<file path="config.mk">
export PLATFORM = sky130hd
export DESIGN_NAME = mc_array_ctrl_flat
export DESIGN_NICKNAME = d
export VERILOG_FILES = /design/src/rtl/mc_array_ctrl_pkg.sv /design/src/rtl/mc_array_ctrl_if.sv /design/src/rtl/mc_row_decoder.sv /design/src/rtl/mc_array_ctrl.sv /design/src/flat_wrapper.sv
export SDC_FILE = /design/constraint.sdc
export NUM_CORES = 1
export LEC_CHECK = 0
export BUFFER_PORTS_ARGS = -buffer_cell sky130_fd_sc_hd__clkbuf_2
export CORE_AREA = 2 2 253 255
export DETAILED_ROUTE_END_ITERATION = 12
export DIE_AREA = 0 0 255 257
export MAX_ROUTING_LAYER = met4
export PLACE_DENSITY_LB_ADDON = 0.15
export RECOVER_POWER = 100
export SYNTH_ARGS = -nofsm -noshare
export SYNTH_HDL_FRONTEND = slang
export SYNTH_SLANG_ARGS = --single-unit
</file>
<file path="constraint.sdc">
create_clock -name clk -period 13.5 [get_ports clk]
set_input_delay 2.7 -clock clk [delete_from_list [all_inputs] [get_ports clk]]
set_output_delay 2.7 -clock clk [all_outputs]
set_load 0.02 [all_outputs]
</file>
<file path="src/rtl/mc_array_ctrl_pkg.sv">
// Shared types and defaults for the memristor array sequencer.
// Holds the FSM state encoding, the array geometry and pulse-length
// defaults, and the per-column bit-line/select-line command helper.
package mc_array_ctrl_pkg;

  localparam int N_ROWS_DEF    = 64;
  localparam int N_COLS_DEF    = 64;
  localparam int PULSE_CYC_DEF = 2;
  localparam int CNT_W         = 4;

  typedef enum logic [2:0] {
    IDLE,
    WL_SETUP,
    WR_P0,
    WR_P1,
    RD_ARM,
    RD_EVAL,
    WL_REL,
    RSP
  } state_t;

  // {CBL, CSL} for one column during a program phase.
  // Phase 0 stores data into m0, phase 1 stores ~data into m1.
  function automatic logic [1:0] phase_cmd(input logic phase, input logic data);
    return phase ? {~data, ~data} : {~data, data};
  endfunction

endpackage

</file>
<file path="src/rtl/mc_array_ctrl_if.sv">
// Request/response bus of the array sequencer.
// master = client issuing row requests, slave = the sequencer.
interface mc_array_ctrl_if
  import mc_array_ctrl_pkg::*;
#(
  parameter int N_ROWS = N_ROWS_DEF,
  parameter int N_COLS = N_COLS_DEF
);
  localparam int ROW_W = $clog2(N_ROWS);

  logic              req_valid;
  logic              req_ready;
  logic              req_we;
  logic [ROW_W-1:0]  req_row;
  logic [N_COLS-1:0] req_data;
  logic [N_COLS-1:0] req_mask;
  logic              rsp_valid;
  logic              rsp_ready;
  logic [N_COLS-1:0] rsp_data;
  logic              rsp_err;

  modport master (
    output req_valid, req_we, req_row, req_data, req_mask, rsp_ready,
    input  req_ready, rsp_valid, rsp_data, rsp_err
  );

  modport slave (
    input  req_valid, req_we, req_row, req_data, req_mask, rsp_ready,
    output req_ready, rsp_valid, rsp_data, rsp_err
  );

endinterface

</file>
<file path="src/rtl/mc_row_decoder.sv">
// Word-line decoder: even rows on CWLO, odd rows on CWLE.
// Takes the latched row index and the next-cycle word-line enable and
// registers a one-hot (or all-zero) word-line vector, so the word lines
// line up with the other registered array controls.
module mc_row_decoder #(
  parameter int N_ROWS = 64
) (
  input  logic                     clk,
  input  logic                     rst,
  input  logic [$clog2(N_ROWS)-1:0] row,
  input  logic                     en,
  output logic [N_ROWS/2-1:0]      cwle,
  output logic [N_ROWS/2-1:0]      cwlo
);
  localparam int ROW_W = $clog2(N_ROWS);

  // One word line at most; all lines drop asynchronously on reset.
  always_ff @(posedge clk or posedge rst) begin
    if (rst) begin
      cwle <= '0;
      cwlo <= '0;
    end else begin
      cwle <= '0;
      cwlo <= '0;
      if (en) begin
        if (row[0]) cwle[row[ROW_W-1:1]] <= 1'b1;
        else        cwlo[row[ROW_W-1:1]] <= 1'b1;
      end
    end
  end

endmodule

</file>
<file path="src/rtl/mc_array_ctrl.sv">
// Sequencer for a 64x64 two-memristor-per-cell compute array.
// Turns row write/read requests into timed WL/BL/SL/DIN waveforms and
// captures DOUT. Array controls are registered from the current state, so
// they appear one clock after the state that produces them.
// Optional feature macro: MC_ARRAY_CTRL_WRITE_VERIFY_EN (write followed by
// a read-back of the same row and a mismatch flag on rsp_err).
module mc_array_ctrl
  import mc_array_ctrl_pkg::*;
#(
  parameter int N_ROWS    = N_ROWS_DEF,
  parameter int N_COLS    = N_COLS_DEF,
  parameter int PULSE_CYC = PULSE_CYC_DEF
) (
  input  logic                clk,
  input  logic                rst,
  mc_array_ctrl_if.slave      bus,
  output logic [N_ROWS/2-1:0] CWLE,
  output logic [N_ROWS/2-1:0] CWLO,
  output logic [N_COLS-1:0]   CBLEN,
  output logic [N_COLS-1:0]   CBL,
  output logic [N_COLS-1:0]   CSL,
  output logic [N_COLS-1:0]   DIN,
  output logic [N_COLS-1:0]   DINb,
  input  logic [N_COLS-1:0]   DOUT
);
  localparam int               ROW_W    = $clog2(N_ROWS);
  localparam logic [CNT_W-1:0] CNT_LAST = CNT_W'(PULSE_CYC - 1);

  state_t            state_q;
  logic [CNT_W-1:0]  cnt_q;
  logic              we_q;
  logic              rdy_q;
  logic              rsp_vld_q;
  logic [N_COLS-1:0] rsp_data_q;
  logic [ROW_W-1:0]  row_q;
  logic [N_COLS-1:0] data_q;
  logic [N_COLS-1:0] mask_q;

  logic              accept;
  logic              phase_last;
  logic              wl_en_d;
  logic [N_COLS-1:0] cblen_d, cbl_d, csl_d, din_d, dinb_d;

`ifdef MC_ARRAY_CTRL_WRITE_VERIFY_EN
  logic vfy_q;
  logic rsp_err_q;
`endif

  assign accept     = bus.req_valid && rdy_q;
  assign phase_last = (cnt_q == CNT_LAST);

  // Request operands; datapath only, so no reset.
  always_ff @(posedge clk) begin
    if (accept) begin
      row_q  <= bus.req_row;
      data_q <= bus.req_data;
      mask_q <= bus.req_mask;
    end
  end

  // Sequencing FSM with a saturating per-phase cycle counter.
  always_ff @(posedge clk or posedge rst) begin
    if (rst) begin
      state_q <= IDLE;
      cnt_q   <= '0;
      we_q    <= 1'b0;
`ifdef MC_ARRAY_CTRL_WRITE_VERIFY_EN
      vfy_q   <= 1'b0;
`endif
    end else begin
      case (state_q)
        IDLE: begin
          cnt_q <= '0;
          if (accept) begin
            we_q    <= bus.req_we;
            state_q <= WL_SETUP;
`ifdef MC_ARRAY_CTRL_WRITE_VERIFY_EN
            vfy_q   <= 1'b0;
`endif
          end
        end
        WL_SETUP: begin
          cnt_q   <= '0;
          state_q <= we_q ? WR_P0 : RD_ARM;
        end
        WR_P0, WR_P1, RD_ARM, RD_EVAL: begin
          if (phase_last) begin
            cnt_q <= '0;
            case (state_q)
              WR_P0:   state_q <= WR_P1;
              WR_P1:   state_q <= WL_REL;
              RD_ARM:  state_q <= RD_EVAL;
              default: state_q <= RSP;
            endcase
          end else begin
            cnt_q <= cnt_q + CNT_W'(1);
          end
        end
        WL_REL: begin
`ifdef MC_ARRAY_CTRL_WRITE_VERIFY_EN
          // Keep the word line up and re-enter setup as a read of the same row.
          we_q    <= 1'b0;
          vfy_q   <= 1'b1;
          state_q <= WL_SETUP;
`else
          state_q <= IDLE;
`endif
        end
        RSP: begin
          if (rsp_vld_q && bus.rsp_ready) state_q <= IDLE;
        end
        default: state_q <= IDLE;
      endcase
    end
  end

  // Array command values implied by the current state.
  always_comb begin
    wl_en_d = 1'b0;
    cblen_d = '0;
    cbl_d   = '0;
    csl_d   = '0;
    din_d   = '0;
    dinb_d  = '0;
    case (state_q)
      WL_SETUP, WL_REL: wl_en_d = 1'b1;
      WR_P0, WR_P1: begin
        wl_en_d = 1'b1;
        cblen_d = mask_q;
        for (int c = 0; c < N_COLS; c++) begin
          {cbl_d[c], csl_d[c]} = phase_cmd(state_q == WR_P1, data_q[c]);
        end
      end
      RD_ARM: begin
        wl_en_d = 1'b1;
        csl_d   = '1;
        dinb_d  = '1;
      end
      RD_EVAL: begin
        wl_en_d = 1'b1;
        dinb_d  = '1;
      end
      default: ;
    endcase
  end

  // Registered array controls, handshake flags and read capture.
  always_ff @(posedge clk or posedge rst) begin
    if (rst) begin
      CBLEN      <= '0;
      CBL        <= '0;
      CSL        <= '0;
      DIN        <= '0;
      DINb       <= '0;
      rdy_q      <= 1'b0;
      rsp_vld_q  <= 1'b0;
      rsp_data_q <= '0;
    end else begin
      CBLEN     <= cblen_d;
      CBL       <= cbl_d;
      CSL       <= csl_d;
      DIN       <= din_d;
      DINb      <= dinb_d;
      rdy_q     <= (state_q == IDLE) && !accept;
      rsp_vld_q <= (state_q == RSP) && !(rsp_vld_q && bus.rsp_ready);
      // First RSP cycle: the evaluate waveform is still on the array pins.
      if (state_q == RSP && !rsp_vld_q) rsp_data_q <= DOUT;
    end
  end

`ifdef MC_ARRAY_CTRL_WRITE_VERIFY_EN
  // Read-back mismatch over the written columns; plain reads report 0.
  always_ff @(posedge clk or posedge rst) begin
    if (rst) begin
      rsp_err_q <= 1'b0;
    end else if (state_q == RSP && !rsp_vld_q) begin
      rsp_err_q <= vfy_q && (|((DOUT ^ data_q) & mask_q));
    end
  end
  assign bus.rsp_err = rsp_err_q;
`else
  assign bus.rsp_err = 1'b0;
`endif

  assign bus.req_ready = rdy_q;
  assign bus.rsp_valid = rsp_vld_q;
  assign bus.rsp_data  = rsp_data_q;

  mc_row_decoder #(.N_ROWS(N_ROWS)) u_row_decoder (
    .clk  (clk),
    .rst  (rst),
    .row  (row_q),
    .en   (wl_en_d),
    .cwle (CWLE),
    .cwlo (CWLO)
  );

endmodule

</file>
<file path="src/flat_wrapper.sv">
// flat-port wrapper written by rule: the top's interface ports become plain ports
module mc_array_ctrl_flat import mc_array_ctrl_pkg::*;
#(
  parameter int N_ROWS    = N_ROWS_DEF,
  parameter int N_COLS    = N_COLS_DEF,
  parameter int PULSE_CYC = PULSE_CYC_DEF
)
  (clk, rst, CWLE, CWLO, CBLEN, CBL, CSL, DIN, DINb, DOUT, bus_req_valid, bus_req_we, bus_req_row, bus_req_data, bus_req_mask, bus_rsp_ready, bus_req_ready, bus_rsp_valid, bus_rsp_data, bus_rsp_err);
  mc_array_ctrl_if #(.N_ROWS(N_ROWS), .N_COLS(N_COLS)) bus_i ();
  input  logic clk;
  input  logic rst;
  output logic [N_ROWS/2-1:0] CWLE;
  output logic [N_ROWS/2-1:0] CWLO;
  output logic [N_COLS-1:0] CBLEN;
  output logic [N_COLS-1:0] CBL;
  output logic [N_COLS-1:0] CSL;
  output logic [N_COLS-1:0] DIN;
  output logic [N_COLS-1:0] DINb;
  input  logic [N_COLS-1:0] DOUT;
  input wire logic [$bits(bus_i.req_valid)-1:0] bus_req_valid;
  input wire logic [$bits(bus_i.req_we)-1:0] bus_req_we;
  input wire logic [$bits(bus_i.req_row)-1:0] bus_req_row;
  input wire logic [$bits(bus_i.req_data)-1:0] bus_req_data;
  input wire logic [$bits(bus_i.req_mask)-1:0] bus_req_mask;
  input wire logic [$bits(bus_i.rsp_ready)-1:0] bus_rsp_ready;
  output wire logic [$bits(bus_i.req_ready)-1:0] bus_req_ready;
  output wire logic [$bits(bus_i.rsp_valid)-1:0] bus_rsp_valid;
  output wire logic [$bits(bus_i.rsp_data)-1:0] bus_rsp_data;
  output wire logic [$bits(bus_i.rsp_err)-1:0] bus_rsp_err;
  assign bus_i.req_valid = bus_req_valid;
  assign bus_i.req_we = bus_req_we;
  assign bus_i.req_row = bus_req_row;
  assign bus_i.req_data = bus_req_data;
  assign bus_i.req_mask = bus_req_mask;
  assign bus_i.rsp_ready = bus_rsp_ready;
  assign bus_req_ready = bus_i.req_ready;
  assign bus_rsp_valid = bus_i.rsp_valid;
  assign bus_rsp_data = bus_i.rsp_data;
  assign bus_rsp_err = bus_i.rsp_err;
  mc_array_ctrl #(.N_ROWS(N_ROWS), .N_COLS(N_COLS), .PULSE_CYC(PULSE_CYC)) u_core (.clk(clk), .rst(rst), .bus(bus_i), .CWLE(CWLE), .CWLO(CWLO), .CBLEN(CBLEN), .CBL(CBL), .CSL(CSL), .DIN(DIN), .DINb(DINb), .DOUT(DOUT));
endmodule
</file>
# After elaboration in Yosys (flattened, before gate mapping)
# Index checks and enable logic that the tools add are counted.
totals:
  register_bits: 528
  inputBits: 203
classes:
  add_sub_neg: 1
  order_cmp: 2
  n_eq_ne: 11
  n_mux: 83
  bitwise_logic: 64
  n_reduce_logical: 18
ops:
  columns: ["cell", "count"]
  rows:
  - ["$mux W64", 3]
  - ["$mux W32", 4]
  - ["$pmux W64 S2", 1]
  - ["$mux W1", 66]
  - ["$not A1 Y1", 64]
  - ["$pmux W3 S5", 1]
  - ["$eq A3 B3 Y1 const B", 4]
  - ["$mux W3", 4]
  - ["$pmux W3 S3", 1]
  - ["$pmux W4 S2", 1]
  - ["$eq A3 B2 Y1 const B", 2]
  - ["$logic_and A1 B1 Y1", 6]
  - ["$lt A5 B6 Y1 const B", 1]
  - ["$ne A2 B1 Y1 const B", 3]
  - ["$reduce_or A2 Y1", 3]
  - ["$reduce_or A6 Y1", 1]
  - ["$demux W1 S5", 1]
  - ["$ge A5 B1 Y1 const B", 1]
  - ["$add A4 B1 Y4 const B", 1]
  - ["$eq A4 B1 Y1 const B", 1]
  - ["$mux W4", 1]
  - ["$reduce_or A4 Y1", 1]
  - ["$eq A3 B1 Y1 const B", 1]
  - ["$logic_not A1 Y1", 3]
  - ["4 further kinds", 4]

# Depth between registers and ports, before layout
depth:
  depth_word: 6
  mapped_depth: 6
  depth_no_buf: 5

# Hierarchy
# From an unflattened synthesis, not the netlist that was laid out.
unflattened:
  cells_unflattened: 1115
  hier_area_um2: 16427.0
by_module_without_submodules:
  columns: ["mod", "n_inst", "cells_each", "area_each_um2"]
  rows:
  - ["mc_array_ctrl", 1, 955, 14343.8]
  - ["mc_row_decoder", 1, 160, 2083.2]

# Least setup slack after synthesis
# Ideal clock, no wire load.
synth_path:
  path_type: "input to register"
  start: "input bus_req_valid"
  end: "register u_core.state_q[0]"
  arrival_ns: 5.972
  required_ns: 13.403
  path_slack_ns: 7.431
  path_stages: 4
  path_buffers: 0
  path_cell_list: "nand2_1 > inv_1 > a211oi_1 > a211oi_1"
synth_between:
  elab_chain_cells: 3
synth_lines:
  columns: ["element", "line", "text"]
  rows:
  - ["from (decl)", "flat_wrapper.sv:20", "input wire logic [$bits(bus_i.req_valid)-1:0] bus_req_valid;"]
  - ["$logic_and A1 B1 Y1", "mc_array_ctrl.sv:49", "assign accept = bus.req_valid && rdy_q;"]
  - ["named net u_core.accept", "mc_array_ctrl.sv:39", "logic accept;"]
  - ["$ne A2 B1 Y1 (no source line)", null, null]
  - ["$reduce_and A3 Y1 (no source line)", null, null]
  - ["to (signal assigned)", "mc_array_ctrl.sv:84", "state_q <= we_q ? WR_P0 : RD_ARM;"]
  - ["to (decl)", "mc_array_ctrl.sv:29", "state_t state_q;"]
# The timed path passes the listed nets, and every way through them passes these cells.
# A chain may end at the register's enable or synchronous reset.

# Worst setup path after layout
layout_path:
  start: "input bus_req_valid"
  end: "register u_core.mask_q[5], enable pin"
layout_between:
  elab_chain_cells: 1
layout_lines:
  columns: ["element", "line", "text"]
  rows:
  - ["$logic_and A1 B1 Y1", "mc_array_ctrl.sv:49", null]
  - ["named net u_core.accept", "mc_array_ctrl.sv:39", null]
  - ["to (signal assigned)", "mc_array_ctrl.sv:57", "mask_q <= bus.req_mask;"]
  - ["to (decl)", "mc_array_ctrl.sv:37", "logic [N_COLS-1:0] mask_q;"]
# The timed path passes the listed nets, and every way through them passes these cells.

==> results.cfg <==
[run_status]
outcome = finished with violations
violations = capacitance limit, slew limit

[setup_path]
cp-start-kind = primary input
critPathBufInv = 3
slowest_delay_ns = 3.36
critical_path_required_ns = 13.45
path_cells = clkbuf_2, nand2_1, clkinvlp_2, clkbuf_1
cp_top_family = buffers and inverters
r2r_slack_ns = 6.47
arrival_ns = 8.19
r2r_start = u_core.state_q[0]$_DFFE_PP0P_
r2r-end = u_core.bus.rsp_data[38]$_DFFE_PP0P_
endpoint_kind = flip-flop
r2r_cells = 5
critical_path_class = primary input to flip-flop
cp_slowest_cell = clkinvlp_2
cp_max_fo = 95

[floorplanning]
start_util = 0.264
rows = 92
die_h_um = 257
core-area_um2 = 62700
die_w_um = 255
io_pins = 654
dieArea_um2 = 65500

[place]
dpl.hpwl_mm = 32.2
io_buffer_count = 588
gp_congestion = 0.743

[logic_synthesis]
async_flop_share = 0.712
synth-seq-cells = 465
synth_most_common_cell = dfrtp_1
synth_top_area_share = 0.500
yosys.area_share.simple = 0.0686
yosysWarnings = 0
synth_mux_area_frac = 0.0578
synthesis.instances = 1109
synth_xor_area_frac = 0
synth_edf_count = 134
synth_top_area_cell = dfrtp_1
synth_fa_ha_area_frac = 0.00211
synth_compound_area_frac = 0.0516
synth_common_cells = 331 x dfrtp_1, 134 x edfxtp_1, 134 x nor2_1
synth_flop_cell = dfrtp_1
yosys-top-cells-area = dfrtp_1 50%, edfxtp_1 24%, buf_4 5.8%
syn_area_um2 = 16600
syn_area_per_cell_um2 = 14.9
netlist-cell-type-count = 39
synth.yosys.seq_area_share = 0.743
synth_top_family_by_area = buffers and inverters

[timing]
slew_headroom = -2.23
final-setup-viol-count = 0
hold_ws_ns = 0.443
rsz0062_at_grt = no
min_period_over_period = 0.610
drv_slew = 743
final_hold_viol_count = 0
timing.setup.tns_ns = 0
post-route-min-period_ns = 8.24
worstMarginPinSlew_ns = 4.82
finalClockSkew_ns = 0.0204
fmax_mhz = 121

[route]
drc_errors = 0
wirelength_mm = 47.9
via_count = 10200
firstDrtPassIters = 4
vias_per_cell = 4.02
wl_per_cell_um = 18.9
ant_nets = 0
drtIter0Drc = 437

[clock_tree]
cts_resized = 0
clkTransAtPathRegs_ns = 0.06
clock_latency_ns = 0.60
cts_made_buffers = 51
cts_setup_buffers = 0
cts_buffer_depth = 3
cts_hold_buffers = 0
cts-root-buf = clkbuf_16
h-tree-depth = 2
cts_tree = done
clock_sinks = 465

[hold_path]
worstHoldPathCells = 1
worst_hold_startpoint = u_core.mask_q[9]$_DFFE_PP_
hp-class = flip-flop to flip-flop
hold_path_end = u_core.CBLEN[9]$_DFF_PP0_

[cells_and_area]
multi_input_area_um2 = 3000
nNetsFinal = 1843
final_core_util = 0.327
drive_above_1_share = 0.169
regArea_um2 = 12300
fillers = 6576
areaGrowthSynthToFinish_pct = 23.9

[pwr]
power_density_nw_per_um2 = 217
leakagePower_nw = 8.84
ir_worst_vdd_v = 0.000111

[run]
cap_viol_max_count = 13

[global_routing]
overflow = 0
grt_use_total = 0.144
grt_max_degree = 156
grt_pass1_vias = 10400
antenna_found_initial = 10
grt_pass1_wl_mm = 68.7
registers in the layout, summed over array words and instances (netlist names):
signal                     count
u_core.CBL                    64
u_core.CBLEN                  64
u_core.CSL                    64
u_core.DINb                    1
u_core.bus.req_ready           1
u_core.bus.rsp_data           64
u_core.bus.rsp_valid           1
u_core.cnt_q                   4
u_core.data_q                 64
u_core.mask_q                 64
u_core.row_q                   6
u_core.state_q                 3
u_core.u_row_decoder.cwle     32
u_core.u_row_decoder.cwlo     32
u_core.we_q                    1
cells by family (layout without fill, tap and decap cells):
logic type,Yosys count,in the layout
other cells,1,77
simple gates,234,234
compound gates,147,147
mux,65,65
buf+inv,194,700
fa+ha+maj,3,3
flops,465,465
placed cells by master, fill, tap and decap left out, drive strengths merged, types with 7 or more instances in the layout:
cell type  Yosys  final
and2          66     66
dfrtp        331    331
mux2          65     65
inv            8      7
a21oi         68     68
clkinv         0     16
conb           1     65
clkbuf        34    670
edfxtp       134    134
diode          0     12
nor2         134    134
o22ai         66     66
layout make-up:
type,instances,share of cell area
inverters,8,0.00164
clock inverters,20,0.00798
flip-flops and latches,465,0.599
clock buffers,74,0.0698
multi-input cells,514,0.146
well taps,846,0.0515
diodes,12,0.00146
repair buffers,598,0.122
metal layers:
metal | GRT usage | routed length, µm
met1 | 0.167 | 18800
met2 | 0.227 | 22900
met3 | 0.0669 | 5330
met4 | 0.0346 | 867
met5 | - | 0
through the flow:
| stage | cell area, µm² | cells | total power, W | setup WS (ns) |
|---|---|---|---|---|
| 2_1_floorplan | 16800 | 1173 | 0.00294 | 1.63 |
| 3_3_place_gp | 19700 | 2431 | 0.00332 | 8.73 |
| 3_5_place_dp | 19700 | 2431 | 0.00333 | 8.74 |
| 4_1_cts | 21300 | 2525 | 0.00469 | 9.16 |
| 5_1_grt | 20500 | 2535 | 0.00470 | 4.61 |
| 6_report | 20500 | 2537 | 0.00445 | 5.26 |
power breakdown:
group | internal, W | switching, W
Sequential | 0.00171 | 0.000130
Clock | 0.000758 | 0.000567
Combinational | 0.000379 | 0.000905
Total | 0.00285 | 0.00160
worst max path at each step:
stage	from	depth (start not counted)	endpoint	slack, ns
finish	bus_req_valid	4	u_core.mask_q[5]$_DFFE_PP_	5.26
global route	bus_req_valid	4	u_core.data_q[35]$_DFFE_PP_	4.61
CTS	u_core.DINb[62]$_DFF_PP0_	2	DINb[23]	9.16
detailed placement	bus_req_valid	4	u_core.mask_q[39]$_DFFE_PP_	8.74
global placement	bus_req_valid	4	u_core.mask_q[40]$_DFFE_PP_	8.73
floorplan	rst	1	u_core.CBLEN[0]$_DFF_PP0_	1.63
Note: power is estimated with default switching activity, not from simulation.
